$ cat config.mk
export PLATFORM = sky130hd
export DESIGN_NAME = axi_burst_reader
export DESIGN_NICKNAME = d
export VERILOG_FILES = /design/src/rtl/axi_rd_pkg.sv /design/src/rtl/beat_fifo.sv /design/src/rtl/axi_burst_reader.sv
export SDC_FILE = /design/constraint.sdc
export NUM_CORES = 2
export LEC_CHECK = 0
export ABC_AREA = 1
export CAP_MARGIN = 20
export CORE_UTILIZATION = 25
export CTS_CLUSTER_DIAMETER = 30
export DETAILED_ROUTE_END_ITERATION = 7
export RECOVER_POWER = 50
export SLEW_MARGIN = 40
export SYNTH_ARGS = -nofsm -noshare
export SYNTH_HDL_FRONTEND = slang
export SYNTH_SLANG_ARGS = --single-unit
$ cat constraint.sdc
create_clock -name IP_CLK -period 3.98 [get_ports IP_CLK]
set_input_delay 0.796 -clock IP_CLK [delete_from_list [all_inputs] [get_ports IP_CLK]]
set_output_delay 0.796 -clock IP_CLK [all_outputs]
set_load 0.01 [all_outputs]
$ cat src/rtl/axi_rd_pkg.sv
// rtl/axi_rd_pkg.sv - shared constants and state type for the AXI3 read-DMA engine
package axi_rd_pkg;

  localparam int          BEAT_BYTES   = 8;
  localparam int          BURST_BYTES  = 128;
  localparam logic [1:0]  ARSIZE_8B    = 2'b11;
  localparam logic [1:0]  ARBURST_INCR = 2'b01;

  typedef enum logic [1:0] {
    IDLE,
    RUN,
    DRAIN
  } rd_state_t;

endpackage

$ cat src/rtl/beat_fifo.sv
// rtl/beat_fifo.sv - beat buffer with registered first-word-fall-through head
// Ports: clk_i / rst_ni        clock, asynchronous active-low reset
//        push_i / push_data_i  write side, one beat per cycle
//        pop_i                 downstream accept of the head beat
//        out_valid_o/out_data_o registered head of the queue
//        count_o               beats held, head register included
module beat_fifo #(
  parameter int WIDTH = 64,
  parameter int DEPTH = 32
) (
  input  logic                     clk_i,
  input  logic                     rst_ni,
  input  logic                     push_i,
  input  logic [WIDTH-1:0]         push_data_i,
  input  logic                     pop_i,
  output logic                     out_valid_o,
  output logic [WIDTH-1:0]         out_data_o,
  output logic [$clog2(DEPTH)+1:0] count_o
);

  localparam int AW = $clog2(DEPTH);

  logic [WIDTH-1:0] mem_q [DEPTH];
  logic [AW-1:0]    wr_ptr_q;
  logic [AW-1:0]    rd_ptr_q;
  logic [AW:0]      mem_cnt_q;
  logic             out_valid_q;
  logic [WIDTH-1:0] out_data_q;

  logic load_out;
  logic mem_rd;
  logic mem_wr;
  logic bypass;

  // The head register refills whenever it is empty or being popped; an empty
  // backing store lets a fresh beat go straight to the head (one-cycle latency).
  always_comb begin
    load_out = !out_valid_q || pop_i;
    mem_rd   = load_out && (mem_cnt_q != '0);
    bypass   = load_out && (mem_cnt_q == '0) && push_i;
    mem_wr   = push_i && !bypass;
  end

  always_ff @(posedge clk_i) begin
    if (mem_wr) begin
      mem_q[wr_ptr_q] <= push_data_i;
    end
  end

  always_ff @(posedge clk_i or negedge rst_ni) begin
    if (!rst_ni) begin
      wr_ptr_q    <= '0;
      rd_ptr_q    <= '0;
      mem_cnt_q   <= '0;
      out_valid_q <= 1'b0;
      out_data_q  <= '0;
    end else begin
      if (mem_wr) begin
        wr_ptr_q <= wr_ptr_q + AW'(1);
      end
      if (mem_rd) begin
        rd_ptr_q <= rd_ptr_q + AW'(1);
      end
      if (mem_wr && !mem_rd) begin
        mem_cnt_q <= mem_cnt_q + (AW+1)'(1);
      end else if (!mem_wr && mem_rd) begin
        mem_cnt_q <= mem_cnt_q - (AW+1)'(1);
      end
      if (load_out) begin
        if (mem_rd) begin
          out_valid_q <= 1'b1;
          out_data_q  <= mem_q[rd_ptr_q];
        end else if (bypass) begin
          out_valid_q <= 1'b1;
          out_data_q  <= push_data_i;
        end else begin
          out_valid_q <= 1'b0;
        end
      end
    end
  end

  assign out_valid_o = out_valid_q;
  assign out_data_o  = out_data_q;
  assign count_o     = {1'b0, mem_cnt_q} + {{(AW+1){1'b0}}, out_valid_q};

endmodule

$ cat src/rtl/axi_burst_reader.sv
// rtl/axi_burst_reader.sv - credit-based AXI3 16-beat INCR read-DMA engine
// Ports: IP_CLK / IP_ARESET_N  clock, asynchronous active-low reset
//        start, base_addr, len_bytes  job request (128-byte granules)
//        busy, done, err              job status
//        M_AR*  read address channel; M_R* read data channel
//        out_data {valid,beat}, out_ready  buffered beat stream
module axi_burst_reader
  import axi_rd_pkg::*;
#(
  parameter int FIFO_DEPTH  = 32,
  parameter int BURST_BEATS = 16
) (
  input  logic        IP_CLK,
  input  logic        IP_ARESET_N,
  input  logic        start,
  input  logic [31:0] base_addr,
  input  logic [31:0] len_bytes,
  output logic        busy,
  output logic        done,
  output logic        err,
  output logic [31:0] M_ARADDR,
  output logic        M_ARVALID,
  input  logic        M_ARREADY,
  output logic [3:0]  M_ARLEN,
  output logic [1:0]  M_ARSIZE,
  output logic [1:0]  M_ARBURST,
  input  logic [63:0] M_RDATA,
  input  logic        M_RVALID,
  output logic        M_RREADY,
  input  logic [1:0]  M_RRESP,
  input  logic        M_RLAST,
  output logic [64:0] out_data,
  input  logic        out_ready
);

  localparam int             CW           = $clog2(FIFO_DEPTH) + 2;
  localparam logic [CW-1:0]  BEATS_C      = CW'(BURST_BEATS);
  localparam logic [CW-1:0]  CREDIT_LIMIT = CW'(FIFO_DEPTH - BURST_BEATS);

  rd_state_t     state_q;
  logic [31:0]   addr_q;
  logic [24:0]   bursts_left_q;
  logic [24:0]   bursts_left_d;
  logic [CW-1:0] outstanding_q;
  logic [CW-1:0] outstanding_d;
  logic [CW-1:0] count_d;
  logic [CW-1:0] fifo_count;
  logic [3:0]    beat_cnt_q;
  logic          arvalid_q;
  logic          busy_q;
  logic          done_q;
  logic          err_q;

  logic          fifo_valid;
  logic [63:0]   fifo_data;
  logic          ar_hs;
  logic          r_hs;
  logic          pop;
  logic          credit_ok;
  logic          beat_err;
  logic          fifo_empty_next;
  logic          unused_low_bits;

  assign unused_low_bits = ^{base_addr[6:0], len_bytes[6:0]};

  assign M_RREADY = (state_q != IDLE);

  // Credit is judged on next-cycle occupancy so a registered ARVALID can
  // never reserve space that a burst issued this cycle already claimed.
  always_comb begin
    ar_hs         = arvalid_q && M_ARREADY;
    r_hs          = M_RVALID && M_RREADY;
    pop           = fifo_valid && out_ready;
    bursts_left_d = bursts_left_q - {24'd0, ar_hs};
    outstanding_d = outstanding_q;
    if (ar_hs) begin
      outstanding_d = outstanding_d + BEATS_C;
    end
    if (r_hs && (outstanding_q != '0)) begin
      outstanding_d = outstanding_d - CW'(1);
    end
    count_d         = fifo_count + CW'(r_hs) - CW'(pop);
    credit_ok       = (count_d + outstanding_d) <= CREDIT_LIMIT;
    beat_err        = (M_RRESP != 2'b00) || (M_RLAST != (beat_cnt_q == 4'hF));
    // done must land the cycle after the last pop, so look one pop ahead.
    fifo_empty_next = (fifo_count == '0) || ((fifo_count == CW'(1)) && pop);
  end

  always_ff @(posedge IP_CLK or negedge IP_ARESET_N) begin
    if (!IP_ARESET_N) begin
      state_q       <= IDLE;
      addr_q        <= '0;
      bursts_left_q <= '0;
      outstanding_q <= '0;
      beat_cnt_q    <= '0;
      arvalid_q     <= 1'b0;
      busy_q        <= 1'b0;
      done_q        <= 1'b0;
      err_q         <= 1'b0;
    end else begin
      done_q        <= 1'b0;
      outstanding_q <= outstanding_d;
      if (r_hs) begin
        beat_cnt_q <= beat_cnt_q + 4'd1;
        if (beat_err) begin
          err_q <= 1'b1;
        end
      end
      case (state_q)
        IDLE: begin
          if (start) begin
            addr_q        <= {base_addr[31:7], 7'b0};
            bursts_left_q <= len_bytes[31:7];
            err_q         <= 1'b0;
            beat_cnt_q    <= '0;
            if (len_bytes[31:7] == 25'd0) begin
              done_q <= 1'b1;
            end else begin
              state_q   <= RUN;
              busy_q    <= 1'b1;
              arvalid_q <= credit_ok;
            end
          end
        end
        RUN: begin
          if (ar_hs) begin
            addr_q        <= addr_q + 32'(BURST_BYTES);
            bursts_left_q <= bursts_left_d;
          end
          // A pending request is held until accepted.
          if (!arvalid_q || M_ARREADY) begin
            arvalid_q <= (bursts_left_d != 25'd0) && credit_ok;
          end
          if (ar_hs && (bursts_left_d == 25'd0)) begin
            state_q <= DRAIN;
          end
        end
        DRAIN: begin
          if ((outstanding_q == '0) && fifo_empty_next) begin
            done_q  <= 1'b1;
            busy_q  <= 1'b0;
            state_q <= IDLE;
          end
        end
        default: state_q <= IDLE;
      endcase
    end
  end

  beat_fifo #(
    .WIDTH (64),
    .DEPTH (FIFO_DEPTH)
  ) u_fifo (
    .clk_i       (IP_CLK),
    .rst_ni      (IP_ARESET_N),
    .push_i      (r_hs),
    .push_data_i (M_RDATA),
    .pop_i       (out_ready),
    .out_valid_o (fifo_valid),
    .out_data_o  (fifo_data),
    .count_o     (fifo_count)
  );

  assign M_ARADDR  = addr_q;
  assign M_ARVALID = arvalid_q;
  assign M_ARLEN   = 4'(BURST_BEATS - 1);
  assign M_ARSIZE  = ARSIZE_8B;
  assign M_ARBURST = ARBURST_INCR;
  assign busy      = busy_q;
  assign done      = done_q;
  assign err       = err_q;
  assign out_data  = {fifo_valid, fifo_data};

endmodule

==> run metrics <==
setup slack at placement=0.127 ns; endpoints failing setup=0; Worst-Skew Late Latency=between 0.9 and 1 ns; Port Buffers=approximately 220; register bit total from synthesis=about 2,200; Iteration-0 DRC Markers=between 6,000 and 7,000; Worst Hold Class=register to register; worst vdd ir=about 0.0006 V; Initial Util=between 20% and 30%; worst hold margin=roughly 0.48 ns; chip width=roughly 600 um; max_cap viols=28; final core occ=31.1%; fillers=34,900; number of iterations in the first detailed-routing pass=6; setup repair after global routing missed its margin=no; most frequent cells in the layout=edfxtp_1, nor2_1, o21ai_0; Reg power frac=between 30% and 40%; DP Area=between 90,000 and 100,000 um2; Core Region=around 350,000 um2; leading cell type in the layout, fill and taps excluded=edfxtp_1; antenna-violating nets left=0; RR Startpoint=u_fifo.mem_cnt_q[2]$_DFFE_PN0P_; library cells used by synthesis=42; cell count after synthesis=approximately 7,000; CP Max Fanout=67; Final Slew Violations=approximately 860; post-synthesis cell area=about 89,000 um2; initial antenna violation count=27; Detailed Route WL=roughly 270,000 um; Final Worst Setup Slack=about 0.28 ns; pin count of the biggest net entering global routing=about 180; clock sink count=2,196; area delta synth->final=24.0%; Seq/Total Area, Yosys=73.7%; yosys warns=0; gpl congestion=slightly above 0.8; Critical Path RT=4.80 ns; total power=about 85 mW; Net Sw Frac=35.2%; skew final=roughly 0.15 ns; Critical Path Source Type=register; Final Hold Fails=0; Die Footprint=356,000 um2; GR Overflow Total=0; CP Capture Point=u_fifo.out_data_o[19]$_DFFE_PN0P_; Internal Pwr Total=between 50 and 60 mW; PD cells=between 700 and 800 nW/um2; DRC Markers=0; Post-CTS Resized=0; CTS Root Cell=clkbuf_16; Rows=218; reg-to-reg slack, setup=roughly 0.28 ns; status=finished with violations; Synth Area per Inst=between 10 and 15 um2; failing checks=max-capacitance violations, max-slew violations; DP HPWL=151,000 um; Worst Setup Path Type=register to register; Crit. Startpoint=u_fifo.mem_cnt_q[2]$_DFFE_PN0P_; H-tree depth reported by CTS=5; crit end category=register; clk slew on worst S/H paths=0.05 ns; DR vias=~60,000; Gate power share=29.9%; GRT Total Usage=between 10 and 15%; NetSw=about 30 mW; CTS tree=yes; post-route design area=about 110,000 um2; nets@finish=around 7,600; Leakage Power=35.6 nW; max frequency=between 200 and 300 MHz; first-pass GRT wire length=401,000 um; Clk network pwr share=36.9%; drt wl/cell=between 20 and 25 um; Worst slew margin=-74.9%; Final min period=3.70 ns; vias in the first global route=approximately 59,000; Worst R2R Path Depth=8; period utilization=between 90 and 100%; vias per cell=roughly 5; worst slew pin tran=about 2.6 ns; TritonCTS Buffers=roughly 370; reg2reg end=u_fifo.out_data_o[19]$_DFFE_PN0P_; CP Data Arrival Time=4.51 ns; DIE HEIGHT=597 um; IO Count=roughly 250; layout cells sized above 1=around 11%; CTS Buffer Depth=4
-- cell usage after synthesis, drive strengths merged --
cell type | count | area share (%)
a31oi | 4 | 0.028
inv | 126 | 0.53
o22ai | 287 | 2.0
or2 | 2 | 0.014
conb | 2 | 0.0085
nor2 | 1469 | 6.3
o221ai | 38 | 0.38
mux2 | 1 | 0.013
a211oi | 2 | 0.017
ha | 29 | 0.41
clkbuf | 276 | 1.2
xor2 | 33 | 0.33
a22oi | 2 | 0.017
nand3 | 285 | 1.6
xnor2 | 9 | 0.089
nand3b | 2 | 0.017
nor3 | 16 | 0.096
nand2 | 374 | 1.6
nand4 | 71 | 0.50
nor3b | 1 | 0.0085
o21bai | 2 | 0.017
o211ai | 226 | 1.9
fa | 3 | 0.068
nor4 | 2 | 0.014
a31o | 1 | 0.0099
buf | 213 | 1.4
edfxtp | 2048 | 69
a21oi | 241 | 1.4
dfrtp | 148 | 4.2
o21ai | 1127 | 6.4
-- power by group through the flow --
stage                     clock [mW]  combinational [mW]  sequential [mW]
final                           31.5                25.5             28.4
after global routing            32.9                27.8             28.6
after CTS                       31.9                25.6             28.4
after detailed placement           0                25.5             28.8
after global placement             0                25.1             28.8
after floorplan                    0                15.7             28.5
-- sequential cells by signal, summed over array words and instances (netlist names) --
register / cells
busy: 1
beat_cnt_q: 4
u_fifo.rd_ptr_q: 5
u_fifo.wr_ptr_q: 5
u_fifo.out_data_o: 64
state_q: 2
u_fifo.mem_q: 2048
M_ARVALID: 1
outstanding_q: 7
bursts_left_q: 25
M_ARADDR: 25
u_fifo.out_valid_o: 1
done: 1
u_fifo.mem_cnt_q: 6
err: 1
-- cell families after synthesis --
| logic type | synth area share, % |
|---|---|
| xor gates and xnor gates | 0.416 |
| adders and majority gates | 0.478 |
| DFF | 73.7 |
| other | 0.00848 |
| and+or+nand+nor | 10.1 |
| AOI/OAI and AO/OA | 12.2 |
| muxes | 0.0127 |
| buffers and inverters | 3.14 |
-- cell type report --
class | count | area (um2) | share of cell area (%)
inverters | 126 | 510 | 0.465
flip-flops and latches | 2196 | 65200 | 59.4
diodes | 5 | 12.5 | 0.0114
multi-input cells | 4242 | 20800 | 19.0
well taps | 4730 | 5920 | 5.39
repair buffers | 461 | 4950 | 4.51
clock inverters | 237 | 2680 | 2.44
clock buffers | 432 | 9660 | 8.80
-- routing by layer --
| layer | global-route usage [%] | routed length [um] | vias up |
|---|---|---|---|
| met5 | 0 | 63 | - |
| met4 | 4.59 | 7950 | 10 |
| met3 | 2.64 | 22800 | 534 |
| met2 | 24.8 | 131000 | 2883 |
| met1 | 19.6 | 113000 | 30700 |
| li1 | - | - | 26700 |
-- worst min-delay path by stage --
stage                                  from                            end  slack, ns  cells after the start
CTS                             M_RDATA[62]  u_fifo.mem_q[5][62]$_DFFE_PP_       0.33                      1
finish                     busy$_DFFE_PN0P_               busy$_DFFE_PN0P_       0.48                      2
floorplan           beat_cnt_q[3]$_DFF_PN0_        beat_cnt_q[3]$_DFF_PN0_       0.48                      2
global route               busy$_DFFE_PN0P_               busy$_DFFE_PN0P_       0.51                      2
detailed placement         busy$_DFFE_PN0P_               busy$_DFFE_PN0P_       0.48                      2
global placement           busy$_DFFE_PN0P_               busy$_DFFE_PN0P_       0.48                      2
-- metrics by stage --
| step | TNS, ns | cells |
|---|---|---|
| 6_report | 0 | 12400 |
| 5_1_grt | 0 | 12400 |
| 4_1_cts | 0 | 12400 |
| 3_5_place_dp | 0 | 11800 |
| 3_3_place_gp | -0.0285 | 11800 |
| 2_1_floorplan | -1541.23 | 7053 |
-- worst max-delay path, stage by stage, from the launching register on --
cell,delay (ns)
dfrtp_1,0.44
inv_1,0.12
nand2_1,0.06
nor3_1,0.14
nand3_1,0.19
nand2_1,0.18
clkbuf_2,1.82
a21oi_1,0.43
a21oi_1,0.27
-- what timing repair did --
action / in CTS / in global routing
hold buffers: 1 / 0
endpoints found under the hold margin: 63 / 0
buffers inserted: 0 / 0
Power figures use the tool's default switching activity.
